[src/rtl/ibus_timer.sv]
// ibus_timer: prescaled 16-bit compare timer on the CPU ibus.
//
// Ports:
//   clk, rst      - system clock; synchronous active-high reset
//   ibus_ren      - read strobe, one cycle per access
//   ibus_radr     - read word address [19:2]
//   ibus32_rdata  - registered read data, zero when not responding (OR-able)
//   ibus_wen      - write strobe, one cycle per access
//   ibus_wadr     - write word address [19:2]
//   ibus32_wdata  - write data
//   interrupt_0   - timer interrupt to cpu_top
//
// Register map (index = adr[4:2], selected when adr[19:5] == BASE_ADR):
//   0 CTRL [0]EN [1]AUTO [2]IE, 1 PRESCALE, 2 COMPARE, 3 COUNT,
//   4 STATUS [0]MATCH [1]MISS (write-1-to-clear), 5-7 reserved.
//
// Build option: define IBUS_TIMER_PULSE_EN to make interrupt_0 a one-cycle
// pulse per match instead of a level following MATCH & IE.
module ibus_timer #(
  parameter logic [14:0] BASE_ADR     = 15'h0000,
  parameter logic [15:0] PRESCALE_RST = 16'h0000
) (
  input  logic        clk,
  input  logic        rst,
  input  logic        ibus_ren,
  input  logic [19:2] ibus_radr,
  output logic [15:0] ibus32_rdata,
  input  logic        ibus_wen,
  input  logic [19:2] ibus_wadr,
  input  logic [15:0] ibus32_wdata,
  output logic        interrupt_0
);

  typedef enum logic [2:0] {
    REG_CTRL     = 3'd0,
    REG_PRESCALE = 3'd1,
    REG_COMPARE  = 3'd2,
    REG_COUNT    = 3'd3,
    REG_STATUS   = 3'd4
  } reg_idx_e;

  logic [2:0]  ctrl_q,     ctrl_d;
  logic [15:0] prescale_q, prescale_d;
  logic [15:0] compare_q,  compare_d;
  logic [15:0] count_q,    count_d;
  logic [15:0] pcnt_q,     pcnt_d;
  logic        match_q,    match_d;
  logic        miss_q,     miss_d;
  logic [15:0] rdata_q,    rdata_d;
  logic        irq_q,      irq_d;

  logic     rd_sel, wr_sel;
  reg_idx_e rd_idx, wr_idx;
  logic     tick, hit;

  always_comb begin
    rd_sel = ibus_ren && (ibus_radr[19:5] == BASE_ADR);
    wr_sel = ibus_wen && (ibus_wadr[19:5] == BASE_ADR);
    rd_idx = reg_idx_e'(ibus_radr[4:2]);
    wr_idx = reg_idx_e'(ibus_wadr[4:2]);

    tick = ctrl_q[0] && (pcnt_q == prescale_q);
    hit  = tick && (count_q == compare_q);

    ctrl_d     = ctrl_q;
    prescale_d = prescale_q;
    compare_d  = compare_q;
    count_d    = count_q;
    match_d    = match_q;
    miss_d     = miss_q;
    rdata_d    = '0;

    // pcnt only counts up; a PRESCALE below the current pcnt wraps via 16'hFFFF.
    if (!ctrl_q[0]) begin
      pcnt_d = '0;
    end else if (tick) begin
      pcnt_d = '0;
    end else begin
      pcnt_d = pcnt_q + 16'd1;
    end

    if (tick) begin
      if (hit) begin
        if (ctrl_q[1]) begin
          count_d = '0;
        end else begin
          ctrl_d[0] = 1'b0;
        end
      end else begin
        count_d = count_q + 16'd1;
      end
    end

    // Bus writes are applied after the timer update so they take priority.
    if (wr_sel) begin
      case (wr_idx)
        REG_CTRL:     ctrl_d     = ibus32_wdata[2:0];
        REG_PRESCALE: prescale_d = ibus32_wdata;
        REG_COMPARE:  compare_d  = ibus32_wdata;
        REG_COUNT:    count_d    = ibus32_wdata;
        default:      ;
      endcase
    end

    // Clear first, then set, so a match in the clearing cycle survives.
    if (wr_sel && (wr_idx == REG_STATUS)) begin
      match_d = match_q & ~ibus32_wdata[0];
      miss_d  = miss_q  & ~ibus32_wdata[1];
    end
    if (hit) begin
      match_d = 1'b1;
      if (match_q) begin
        miss_d = 1'b1;
      end
    end

    if (rd_sel) begin
      case (rd_idx)
        REG_CTRL:     rdata_d = {13'd0, ctrl_q};
        REG_PRESCALE: rdata_d = prescale_q;
        REG_COMPARE:  rdata_d = compare_q;
        REG_COUNT:    rdata_d = count_q;
        REG_STATUS:   rdata_d = {14'd0, miss_q, match_q};
        default:      rdata_d = '0;
      endcase
    end

`ifdef IBUS_TIMER_PULSE_EN
    irq_d = hit && ctrl_q[2];
`else
    irq_d = match_q && ctrl_q[2];
`endif
  end

  always_ff @(posedge clk) begin
    if (rst) begin
      ctrl_q     <= '0;
      prescale_q <= PRESCALE_RST;
      compare_q  <= '1;
      count_q    <= '0;
      pcnt_q     <= '0;
      match_q    <= 1'b0;
      miss_q     <= 1'b0;
      rdata_q    <= '0;
      irq_q      <= 1'b0;
    end else begin
      ctrl_q     <= ctrl_d;
      prescale_q <= prescale_d;
      compare_q  <= compare_d;
      count_q    <= count_d;
      pcnt_q     <= pcnt_d;
      match_q    <= match_d;
      miss_q     <= miss_d;
      rdata_q    <= rdata_d;
      irq_q      <= irq_d;
    end
  end

  assign ibus32_rdata = rdata_q;
  assign interrupt_0  = irq_q;

endmodule

[config.mk]
export PLATFORM = sky130hd
export DESIGN_NAME = ibus_timer
export DESIGN_NICKNAME = d
export VERILOG_FILES = /design/src/rtl/ibus_timer.sv
export SDC_FILE = /design/constraint.sdc
export NUM_CORES = 1
export LEC_CHECK = 0
export CAP_MARGIN = 20
export CORE_MARGIN = 10
export CORE_UTILIZATION = 42
export DETAILED_ROUTE_END_ITERATION = 12
export GPL_TIMING_DRIVEN = 0
export HOLD_SLACK_MARGIN = 0.1
export PLACE_DENSITY_LB_ADDON = 0.1
export SLEW_MARGIN = 0
export SYNTH_ARGS = -nofsm -noshare
export SYNTH_HDL_FRONTEND = slang
export SYNTH_SLANG_ARGS = --single-unit
[constraint.sdc]
create_clock -name clk -period 3.6 [get_ports clk]
set_clock_uncertainty 0.1 [all_clocks]
set_input_delay 0.36 -clock clk [delete_from_list [all_inputs] [get_ports clk]]
set_output_delay 0.36 -clock clk [all_outputs]
set_load 0.02 [all_outputs]
==> flow_metrics.tcl, run 1 <==
set metrics [dict create \
    status "completed" \
    synthCells 513 \
    hold_start "miss_q$_SDFF_PP0_" \
    hold_viol 0 \
    h-tree-depth 3 \
    detail-route-antenna-nets 0 \
    start_util_pct 42.73 \
    drt-wirelength-per-cell_um 17.58 \
    synth_cell_types 51 \
    slew_violations 0 \
    cp-start-kind "flop" \
    clkTransAtPathRegs_ns 0.10 \
    synth_ff_type "dfxtp_1" \
    ys_top_cells_by_count "dfxtp_1, nand2_1, nor2_1" \
    grt_antenna_before_repair 0 \
    critPathKind "reg2reg" \
    dp_hpwl_mm 9.934 \
    timing.hold.ws_ns 0.3811 \
    grt_setup_unrepaired "no" \
    fmax_mhz 347.0 \
    numCtsBuffers 9 \
    coreArea_mm2 0.01023 \
    ctsResizeCount 0 \
    critPathCaptureType "flop" \
    yosysMostFrequentCell "dfxtp_1" \
    die_height_um 122.0 \
    clockBufferDepth 2 \
    arrival_ns 3.07 \
    power.density_mw_per_mm2 339.2 \
    synth_top_area_share_pct 39.38 \
    async_flop_share_pct 0 \
    leakage_nw 1.923 \
    vias 3970 \
    postCtsSetupBuffers 0 \
    area_growth_pct 24.27 \
    drc 0 \
    layout-drive-gt1-share_pct 8.667 \
    cts_hold_buf 0 \
    numPortBuffers 71 \
    cts_num_sinks 86 \
    dr.pass1.iters 4 \
    insertion_delay_ns 0.38 \
    drt-initial-drc-count 274 \
    fin_crit_sh_pct 80.05 \
    synth-edff-count 0 \
    required_ns 3.78 \
    worst_slew_margin_rel_pct 51.35 \
    ys_ff_latch 86 \
    grt_max_degree 17 \
    grt_pass1_vias 4104 \
    ir_drop_mv 0.1515 \
    cts_tree "yes" \
    setup_viol 0 \
    placed_cells 720 \
    seq_area_frac_synth_pct 39.38 \
    drt-total-wl_mm 12.94 \
    yosys.area.top_type "dfxtp_1" \
    place.gp.congestion 0.8690 \
    grt_overflow_total 0 \
    yosysWarnings 0 \
    ios 73 \
    yosys-top-cells-area "dfxtp_1, xor2_1, nand2_1" \
    syn_area_mm2 0.004372 \
    hold_path.class "reg2reg" \
    floorplan.die_area_mm2 0.01489 \
    die_w_um 122.0 \
    synth.avg_cell_area_um2 8.522 \
    fin_cells 736 \
    synth_fp_nets 571 \
    fp-row-count 37 \
    power.total_mw 1.843 \
    tightestPinTransition_ns 0.7271 \
    viasPerCell 5.394 \
    finalSetupTns_ns 0 \
    grt_pass1_wl_mm 20.76 \
    cts_root_buf "clkbuf_8" \
    startpoint "count_q[6]$_SDFF_PP0_" \
    track_usage_pct 17.54 \
    final_nets 653 \
    final_util_pct 53.10 \
    crit_fanout 10 \
    layout_min_cycle_time_ns 2.882 \
    max-cap-violations 0 \
    worst_r2r_startpoint "count_q[6]$_SDFF_PP0_" \
    antenna_cells 0 \
]
==> layout by cell type (no fill, tap or decap), drive strengths merged, types with 13 or more instances in the layout <==
master / instances
nand3: 15
xor2: 41
inv: 14
nor2: 58
mux2i: 19
a22oi: 15
nor4: 13
clkbuf: 33
clkdlybuf4s50: 71
dfxtp: 86
nand2: 76
a21oi: 18
mux2: 14
==> worst max-delay path, stage by stage (launching register included) <==
cell and delay, ns:
dfxtp_1 0.31, clkbuf_1 0.37, xor2_1 0.13, nor4_1 0.40, nand4_1 0.22, o211ai_1 0.50, clkbuf_1 0.43, nand2_1 0.10
a221oi_1 0.23
==> per-stage QoR <==
stage	instance area [um^2]	setup WS (ns)
after global routing	5433	0.4659
final	5433	0.7181
after global placement	5253	0.3635
after detailed placement	5253	0.3189
after floorplan	4372	0.8854
after CTS	5433	0.7086
==> logic make-up after synthesis <==
logic type	after synthesis	synth area share, %
buf+inv	44	4.493
compound gates	83	13.17
flops	86	39.38
xor+xnor	46	9.216
fa+ha+maj	2	0.5723
mux	35	8.987
simple gates	217	24.18
==> area by class of cell <==
type,count,area (um^2)
repair buffers,71,710.7
fillers,983,4798
plain buffers,32,151.4
flip-flops and latches,86,1722
clock buffers,9,123.9
well taps,136,170.2
clock inverters,7,56.30
multi-input cells,383,2454
inverters,12,45.04
==> flip-flops by register name (all words and copies together) (netlist names) <==
name          count
compare_q        16
count_q          16
ibus32_rdata     16
pcnt_q           16
prescale_q       16
ctrl_q            3
interrupt_0       1
match_q           1
miss_q            1
==> final timing paths <==
check | to | slack (ns) | cells after the start
worst max register to register | count_q[0]$_SDFF_PP0_ | 0.72 | 8
worst min register to register | ibus32_rdata[1]$_SDFF_PP0_ | 0.38 | 2
worst min-delay path | ibus32_rdata[1]$_SDFF_PP0_ | 0.38 | 2
worst max-delay path | count_q[0]$_SDFF_PP0_ | 0.72 | 8
==> metal layers <==
metal  GRT usage, %  part of all wire (%)  vias up
li1               -                     -     1975
met1          21.68                    45     1876
met2          29.54                    48      104
met3          3.330                   6.0       15
met4          6.632                   1.4        0
met5              0                     0        -
==> where the power goes <==
part | internal, mW | switching, mW
clock | 0.259 | 0.391
combinational | 0.111 | 0.102
sequential | 0.965 | 0.0142
total | 1.33 | 0.508
(Power assumes the default switching activity.)
==> inputs of run 2 (changes only) <==
clock period = 3 ns   (was 3.6 ns; I/O delays follow)
==> run 2 against run 1 <==
Final cell count unchanged. Die area unchanged. Total power grew 20%. Critical path depth grew 1. Wire length fell by 0.29%. Worst hold slack better by 0.0057 ns. Critical endpoint is now count_q[3]$_SDFF_PP0_. Highest routed layer unchanged.
==> flow_metrics.tcl, run 2 (synthesized netlist as in run 1, its figures left out) <==
set metrics [dict create \
    layout_min_cycle_time_ns 2.856 \
    use_met2_pct 29.54 \
    critPathCaptureType "flop" \
    grt_use_met3_pct 3.330 \
    worst_slew_margin_rel_pct 50.39 \
    fp-row-count 37 \
    p_comb_share_pct 11.6 \
    vias 3991 \
    grt_pass1_vias 4104 \
    fmax_mhz 350.1 \
    setup_viol 0 \
    status "completed" \
    grt_pass1_wl_mm 20.76 \
    drt-initial-drc-count 285 \
    h-tree-depth 3 \
    place.gp.congestion 0.8690 \
    start_util_pct 42.73 \
    floorplan.die_area_mm2 0.01489 \
    grt_overflow_total 0 \
    layout_commonest_cell "dfxtp_1" \
    use_met1_pct 21.68 \
    slew_violations 0 \
    grt_setup_unrepaired "no" \
    final_cell_mix "dfxtp_1, nand2_1, clkdlybuf4s50_1" \
    dp_hpwl_mm 9.934 \
    die_w_um 122.0 \
    ios 73 \
    arrival_ns 3.00 \
    leakage_nw 1.926 \
    crit_fanout 10 \
    area_growth_pct 24.30 \
    die_height_um 122.0 \
    layout-drive-gt1-share_pct 8.833 \
    antenna_cells 0 \
    drt-wirelength-per-cell_um 17.53 \
    critPathKind "reg2reg" \
    multiInputGateArea_mm2 0.002454 \
    grt_busiest_layer "met2" \
    power.total_mw 2.204 \
    ir_drop_mv 0.1816 \
    place_ws_ns -0.2211 \
    drt-total-wl_mm 12.90 \
    ctsResizeCount 0 \
    numCtsBuffers 9 \
    power.density_mw_per_mm2 405.7 \
    p_int_mw 1.602 \
    insertion_delay_ns 0.37 \
    drc 0 \
    coreArea_mm2 0.01023 \
    cts_root_buf "clkbuf_8" \
    numPortBuffers 71 \
    dr.pass1.iters 4 \
    startpoint "count_q[6]$_SDFF_PP0_" \
    fin_crit_sh_pct 95.21 \
    seq_power_share_pct 53.3 \
    track_usage_pct 17.54 \
    p_sw_mw 0.6027 \
    max-cap-violations 0 \
    cp-start-kind "flop" \
    grt_antenna_before_repair 0 \
    hold_viol 0 \
    switching_share_pct 27.34 \
    setup_slack_ns 0.1437 \
    tightestPinTransition_ns 0.7414 \
    detail-route-antenna-nets 0 \
    final_nets 653 \
    required_ns 3.15 \
    viasPerCell 5.423 \
    power_frac_clock_pct 35.1 \
    cts_hold_buf 0 \
    cts_num_sinks 86 \
    worst_r2r_startpoint "count_q[6]$_SDFF_PP0_" \
    hold_path.class "reg2reg" \
    cts_tree "yes" \
    clockBufferDepth 2 \
    clkTransAtPathRegs_ns 0.10 \
    seq_area_mm2 0.001722 \
    nFillCells 982 \
    hold_start "miss_q$_SDFF_PP0_" \
    grt_max_degree 17 \
    postCtsSetupBuffers 0 \
]
run 2: changes by cell type in the layout (fill, tap and decap cells not counted):
cell,delta
clkbuf_1,-1
clkbuf_2,+1
run 2: worst paths after layout:
kind	to	slack (ns)	cells past startpoint
worst max-delay path	count_q[3]$_SDFF_PP0_	0.14	9
worst min-delay path	ibus32_rdata[1]$_SDFF_PP0_	0.39	2
worst max register to register	count_q[3]$_SDFF_PP0_	0.14	9
worst min register to register	ibus32_rdata[1]$_SDFF_PP0_	0.39	2
run 2: power groups by stage:
stage          Combinational (mW)  Sequential [mW]  Clock (mW)
2_1_floorplan               0.130             1.20           0
3_3_place_gp                0.251             1.20           0
3_5_place_dp                0.254             1.20           0
4_1_cts                     0.256             1.17       0.784
5_1_grt                     0.279             1.18       0.821
6_report                    0.255             1.17       0.774
run 2: layout make-up:
class | instances | area share, %
Buffer | 32 | 2.809
Clock buffer | 9 | 2.280
Clock inverter | 7 | 1.036
Inverter | 12 | 0.8289
Multi-Input combinational cell | 383 | 45.15
Sequential cell | 86 | 31.68
Tap cell | 136 | 3.131
Timing Repair Buffer | 71 | 13.08
run 2: metal layers:
layer | up-vias | share of wire (%)
li1 | 1975 | -
met1 | 1887 | 45
met2 | 112 | 48
met3 | 17 | 5.4
met4 | 0 | 1.7
met5 | - | 0
run 2: worst max-delay path, stage by stage (launching register included):
cell	delay, ns
dfxtp_1	0.31
clkbuf_1	0.37
xor2_1	0.13
nor4_1	0.40
nand4_1	0.21
clkbuf_1	0.29
clkbuf_1	0.32
and3_1	0.24
a221oi_1	0.26
o22ai_1	0.11
run 2: per-stage QoR:
| step | area, um^2 | TNS [ns] | hold slack, ns | cells | utilization (%) |
|---|---|---|---|---|---|
| 2_1_floorplan | 4372 | 0 | 0.3284 | 513 | - |
| 3_3_place_gp | 5253 | -3.290 | 0.3693 | 720 | 51.34 |
| 3_5_place_dp | 5253 | -4.256 | 0.3781 | 720 | 51.34 |
| 4_1_cts | 5433 | 0 | 0.3895 | 736 | 53.10 |
| 5_1_grt | 5434 | 0 | 0.4180 | 736 | 53.11 |
| 6_report | 5434 | 0 | 0.3867 | 736 | 53.11 |
